**config.mk**
```make
export PLATFORM = sky130hd
export DESIGN_NAME = pla_x1dn_bist
export DESIGN_NICKNAME = d
export VERILOG_FILES = /design/src/rtl/pla_x1dn_bist.sv
export SDC_FILE = /design/constraint.sdc
export NUM_CORES = 1
export LEC_CHECK = 0
export CORE_ASPECT_RATIO = 0.9
export CORE_UTILIZATION = 25
export DETAILED_ROUTE_END_ITERATION = 7
export GPL_TIMING_DRIVEN = 0
export PLACE_DENSITY = 0.49
export SLEW_MARGIN = 40
export SYNTH_ARGS = -nofsm -noshare
export SYNTH_HDL_FRONTEND = slang
export SYNTH_SLANG_ARGS = --single-unit
export TNS_END_PERCENT = 30
```
**constraint.sdc**
```tcl
create_clock -name clk -period 2.35 [get_ports clk]
set_clock_uncertainty 0.2 [all_clocks]
set_input_delay 0.5875 -clock clk [delete_from_list [all_inputs] [get_ports clk]]
set_output_delay 0.5875 -clock clk [all_outputs]
set_load 0.02 [all_outputs]
```
**src/rtl/pla_x1dn_bist.sv**
```systemverilog
// pla_x1dn_bist: self-test controller for a 27-input / 6-output PLA.
// An LFSR drives the PLA inputs one pattern per cycle and a 16-bit MISR
// compacts the PLA responses; the final signature is compared against a
// golden value once the requested number of patterns has been applied.
//
// Handshake: start is a single-cycle request that is accepted only while
// idle or finished (dbg_state IDLE/DONE) and is dropped while busy; abort
// is a level that only acts while busy. Completion is reported by the
// done level, which stays high (with pass, signature, applied, x_out
// frozen) until the next accepted start or reset.
module pla_x1dn_bist #(
    parameter logic [26:0] SEED      = 27'h0000001,
    parameter logic [15:0] MISR_INIT = 16'h0000
) (
    input  logic        clk,
    input  logic        rst_n,
    input  logic        start,
    input  logic        abort,
    input  logic [15:0] pat_count,
    input  logic [15:0] expected_sig,
    input  logic [5:0]  z_in,
    output logic [26:0] x_out,
    output logic        busy,
    output logic        done,
    output logic        pass,
    output logic [15:0] signature,
    output logic [15:0] applied,
    output logic [1:0]  dbg_state
);

    // An all-zero seed would lock the LFSR, so it is replaced by 1.
    localparam logic [26:0] SEED_EFF = (SEED == 27'h0) ? 27'h0000001 : SEED;

    typedef enum logic [1:0] {
        S_IDLE = 2'd0,
        S_RUN  = 2'd1,
        S_DONE = 2'd2
    } state_t;

    state_t      r_state;
    logic [26:0] r_x;
    logic [15:0] r_sig;
    logic [15:0] r_applied;
    logic [15:0] r_count;

    state_t      w_next_state;
    logic [26:0] w_next_x;
    logic [15:0] w_next_sig;
    logic [15:0] w_next_applied;
    logic [15:0] w_next_count;

    logic [26:0] w_lfsr_step;
    logic [15:0] w_misr_step;
    logic [15:0] w_applied_inc;

    // Fibonacci LFSR x^27+x^5+x^2+x+1, shifting toward the MSB.
    assign w_lfsr_step   = {r_x[25:0], r_x[26] ^ r_x[4] ^ r_x[1] ^ r_x[0]};
    // CCITT-polynomial MISR with the six PLA outputs folded into the low bits.
    assign w_misr_step   = ({r_sig[14:0], 1'b0} ^ (r_sig[15] ? 16'h1021 : 16'h0000))
                           ^ {10'b0, z_in};
    // Cannot wrap: the run ends when this reaches the latched count (<= 65535).
    assign w_applied_inc = r_applied + 16'd1;

    // State and datapath registers; asynchronous reset discards any run.
    always_ff @(posedge clk or negedge rst_n) begin
        if (!rst_n) begin
            r_state   <= S_IDLE;
            r_x       <= 27'h0;
            r_sig     <= 16'h0000;
            r_applied <= 16'h0000;
            r_count   <= 16'h0000;
        end else begin
            r_state   <= w_next_state;
            r_x       <= w_next_x;
            r_sig     <= w_next_sig;
            r_applied <= w_next_applied;
            r_count   <= w_next_count;
        end
    end

    // Next-state and datapath update; everything holds unless a case acts.
    always_comb begin
        w_next_state   = r_state;
        w_next_x       = r_x;
        w_next_sig     = r_sig;
        w_next_applied = r_applied;
        w_next_count   = r_count;
        case (r_state)
            S_IDLE, S_DONE: begin
                // abort is ignored here, so start wins when both are high.
                if (start) begin
                    w_next_sig     = MISR_INIT;
                    w_next_applied = 16'h0000;
                    w_next_count   = pat_count;
                    if (pat_count != 16'h0000) begin
                        w_next_x     = SEED_EFF;
                        w_next_state = S_RUN;
                    end else begin
                        w_next_state = S_DONE;
                    end
                end
            end
            S_RUN: begin
                // start is ignored while running; abort freezes all values.
                if (abort) begin
                    w_next_state = S_IDLE;
                end else begin
                    w_next_sig     = w_misr_step;
                    w_next_applied = w_applied_inc;
                    w_next_x       = w_lfsr_step;
                    if (w_applied_inc == r_count) begin
                        w_next_state = S_DONE;
                    end
                end
            end
            default: begin
                w_next_state = S_IDLE;
            end
        endcase
    end

    assign x_out     = r_x;
    assign signature = r_sig;
    assign applied   = r_applied;
    assign busy      = (r_state == S_RUN);
    assign done      = (r_state == S_DONE);
    assign pass      = (r_state == S_DONE) && (r_sig == expected_sig);
    assign dbg_state = r_state;

endmodule

```
Word-level counts from Yosys, hierarchy flattened. Cells that the tools add are included. W data, S select, Z words.

Word-level logic and storage cells: 43. Output and inout bits: 64. Bits of input ports: 42. Register bits: 77.

Bitwise logic cells: 5. Equal/unequal tests: 8. Multiplexer cells: 15. Reduce and logical (&&, ||, !) cells: 9. Add/subtract/negate cells: 1.

Operator list (count): $mux W27 (3); $pmux W16 S2 (2); $pmux W27 S2 (1); $mux W16 (3); $eq A16 B16 Y1 (2); $add A16 B1 Y16 const B (1); $reduce_bool A16 Y1 (1); $xor A16 B13 Y16 (1); $xor A16 B6 Y16 (1); $mux W13 (1); $mux W2 (4); $ne A2 B2 Y1 const B (3); $pmux W2 S2 (1); $reduce_and A2 Y1 (2); $reduce_and A4 Y1 (1); $ne A3 B2 Y1 const B (1); $reduce_and A3 Y1 (1); $xor A1 B1 Y1 (3); $eq A2 B1 Y1 const B (1); $eq A2 B2 Y1 const B (1); $logic_not A2 Y1 (1); $reduce_bool A2 Y1 (1); $reduce_or A2 Y1 (1); $logic_and A1 B1 Y1 (1).

Depth between registers and ports, before layout.
Depth in word-level cells: 5. Mapped depth: 10. Depth with buffers taken out: 7.

Worst setup path before layout. Ideal clock, no wire load.

Path kind: reg2reg. Start point: reg r_applied[0], in the netlist applied[0]. End point: reg r_state[0], in the netlist dbg_state[0]. Buffers on the path: 0. Period minus slack after synthesis: 2.507 ns. Cell stages (with the launch flop): 8. Path slack: -0.157 ns. Setup time: 0.119 ns. Arrival time: 2.188 ns. Path through: dfrtp_1 -> ha_1 -> nand3_1 -> nor4_1 -> xnor2_1 -> nand4_1 -> a2111o_1 -> o21ba_1.

Word-level cells in the longest chain between the ends: 4.

Ends and longest elaborated chain: start: declaration (line 43) `logic [15:0] r_applied;`; start signal: assignment (line 76) `r_applied <= w_next_applied;`; $add A16 B1 Y16 (line 62) `assign w_applied_inc = r_applied + 16'd1;`; $eq A16 B16 Y1 (line 111) `if (w_applied_inc == r_count) begin`; $ne A3 B2 Y1 (no source line); $reduce_and A2 Y1 (no source line); end signal: assignment (line 73) `r_state <= w_next_state;`; end: declaration (line 40) `state_t r_state;`.

Every way passes these cells. A chain may end at the register's enable or synchronous reset.

Worst setup path after layout.
Start point: in expected_sig[10]. End point: out pass.

Word-level cells in the longest chain between the ends: 2.

Ends and longest elaborated chain: start: declaration (line 20) `input logic [15:0] expected_sig,`; $eq A16 B16 Y1 (line 127) `assign pass = (r_state == S_DONE) && (r_sig == expected_sig);`; $logic_and A1 B1 Y1 (line 127); end: declaration (line 25) `output logic pass,`.

Every way passes these cells.

==> out/metrics.cfg <==
[status]
outcome = finished with violations
violations = negative setup slack

[worst_setup_path]
crit_type = in2out
startpoint_type = input pin
cp_max_fo = 1
arrival_ns = 1.73
cpPeakStageDelay_ns = 0.30
slowest_stage = nor4_2
cp_data_required_time_ns = 1.56
worstSetupEndpointType = output port
critical_path.cell_chain = dlygate4sd2_1 -> xnor2_1 -> nand4_1 -> nor4_2 -> and3_1 -> buf_6

[final_layout]
fin_util_pct = 39.8
nFillCells = 1548
antenna_cells = 0
drive_gt1_share_pct = 19.9
final_cells = 785
nNetsFinal = 621
syn_to_final_growth_pct = 54.3

[sta]
fmax_ghz = 0.398
tightest_slew_ns = 0.588
relSlewSlack_pct = 60.8
hold_viol = 0
fin_crit_sh_pct = 107
setup_viol = 2
finalMaxSlewViolations = 0
fin_setup_tns_ns = -0.178
worst_slack_ns = -0.163
finalCriticalPeriod_ns = 2.51
grt_setup_unrepaired = yes

[global_route]
grt_max_degree = 51
grt-ovfl-total = 0
antenna_found_initial = 0
grt_usage_pct = 15.4
grt_pass1_vias = 3583
grt_pass1_wl_um = 19400

[power]
irDropWorstVdd_v = 0.000415
p_total_w = 0.00446
p_leak_nw = 2.61
power.density_nw_per_um2 = 717

[logic_synthesis]
synth_top_area_cell = dfrtp_1
synth_cell_types = 47
ys_ff_latch = 77
yosys-top-cells-area = dfrtp_1 48%, nand2_1 8.2%, xnor2_1 7.8%
synth_warnings = 0
synth_top_area_share_pct = 47.8
synth_edf_count = 0
syn_area_um2 = 4030
synthArstFlopShare_pct = 100
yosysMostFrequentCell = nand2_1
syn_inst = 437
synthTopCellsByCount = 88 x nand2_1, 77 x dfrtp_1, 52 x o21ai_0
synth_nets = 480
seq_area_frac_synth_pct = 47.8
avgSynthCellArea_um2 = 9.22
ys.flop_type = dfrtp_1

[die]
die_w_um = 136
io_pins = 106
rows = 43
chipHeight_um = 122
dieArea_um2 = 16600
initial_utilization_pct = 25.8
coreArea_um2 = 15600

[placed_design]
place_inst = 745
gp_congestion = 0.825
placement.io_buffers = 105
place_hpwl_um = 9010

[flow_run]
drv_cap = 0

[clocking]
clock-sinks = 77
clkLatencyLatePin_ns = 0.35
numCtsBuffers = 9
cts.clk_slew.worst_paths_ns = 0.06
cts_root_buffer = clkbuf_16
cts_max_level = 3
clock_path_buffers = 2
cts_tree = yes

[min_path]
hp-class = reg2reg

[routing]
ant_nets = 0
drc_errors = 0
dr.pass1.iters = 6
first_iter_violations = 280
via_per_inst = 4.73
drt_wl_total_um = 12600
wl_per_cell_um = 16.1
vias = 3715

area by class of cell:
class | count | area [um2] | area share, %
Multi-Input combinational cell | 328 | 2170 | 35.0
Sequential cell | 77 | 1940 | 31.2
Timing Repair Buffer | 133 | 1320 | 21.2
Tap cell | 202 | 253 | 4.07
Clock buffer | 10 | 239 | 3.85
Buffer | 24 | 175 | 2.82
Clock inverter | 6 | 93.8 | 1.51
Inverter | 5 | 23.8 | 0.383
critical path: cells and delay by family:
family / cells / cell delay, ns
AND/OR/NAND/NOR: 3 / 0.64
XOR/XNOR: 1 / 0.14
buffers and inverters: 2 / 0.36
cell usage in the layout, fill, tap and decap left out, types with 9 or more instances in the layout:
cell type,n
nand2_1,87
clkdlybuf4s50_1,74
dfrtp_1,68
o21ai_0,51
xnor2_1,36
nand3_1,26
buf_4,20
dlygate4sd2_1,18
mux2_2,16
nor2_1,13
dfrtp_2,9
clkbuf_16,9
state kept, by name (all words and copies together), names as in the netlist:
register / flops
signature: 16
r_count: 16
dbg_state: 2
applied: 16
x_out: 27
through the flow:
step / cell area (um2) / worst slack (ns) / hold slack (ns)
floorplan: 4060 / 0.00773 / 0.0919
global placement: 5360 / -2.75 / 0.293
detailed placement: 5390 / -1.11 / 0.289
CTS: 5860 / -0.171 / 0.319
global route: 6210 / -0.266 / 0.346
finish: 6210 / -0.163 / 0.311
layer usage:
layer / share of wire, % / global-route usage (%) / up-vias
li1: - / - / 1804
met1: 48 / 22.0 / 1806
met2: 45 / 22.2 / 93
met3: 6.1 / 4.09 / 12
met4: 1.3 / 4.99 / 0
met5: 0 / 0 / -
power by group:
part           switching [W]  total (W)  internal, W
logic               0.000638    0.00125     0.000614
registers           0.000183    0.00166      0.00147
clock network       0.000579    0.00155     0.000968
total                0.00140    0.00446      0.00306
cell families after synthesis:
group           Yosys count  synth area share [%]
mux                      19                  5.25
simple gates            180                  21.5
xor+xnor                 44                  9.57
fa+ha+maj                 1                 0.311
compound gates           83                  12.2
buf+inv                  33                  3.32
flops                    77                  47.8
path summary, 6_finish.rpt:
kind,start,endpoint,slack [ns],depth (start not counted)
max in group asynchronous,rst_n,applied[7],0.90,3
hold reg to reg,x_out[20],x_out[20],0.31,2
hold / removal,x_out[20],x_out[20],0.31,2
min in group asynchronous,rst_n,signature[13],0.48,2
setup / recovery,expected_sig[10],pass,-0.16,6
setup reg to reg,applied[0],dbg_state[0],-0.02,8
what timing repair did:
item	in CTS	in global routing
cloned	2	1
buffers inserted	1	23
endpoints found under the hold margin	27	0
gates resized for setup	69	46
pin swaps	22	27
setup endpoints to repair	63	61
hold buffers	1	0
No activity file was read; power rests on OpenSTA's default activity.
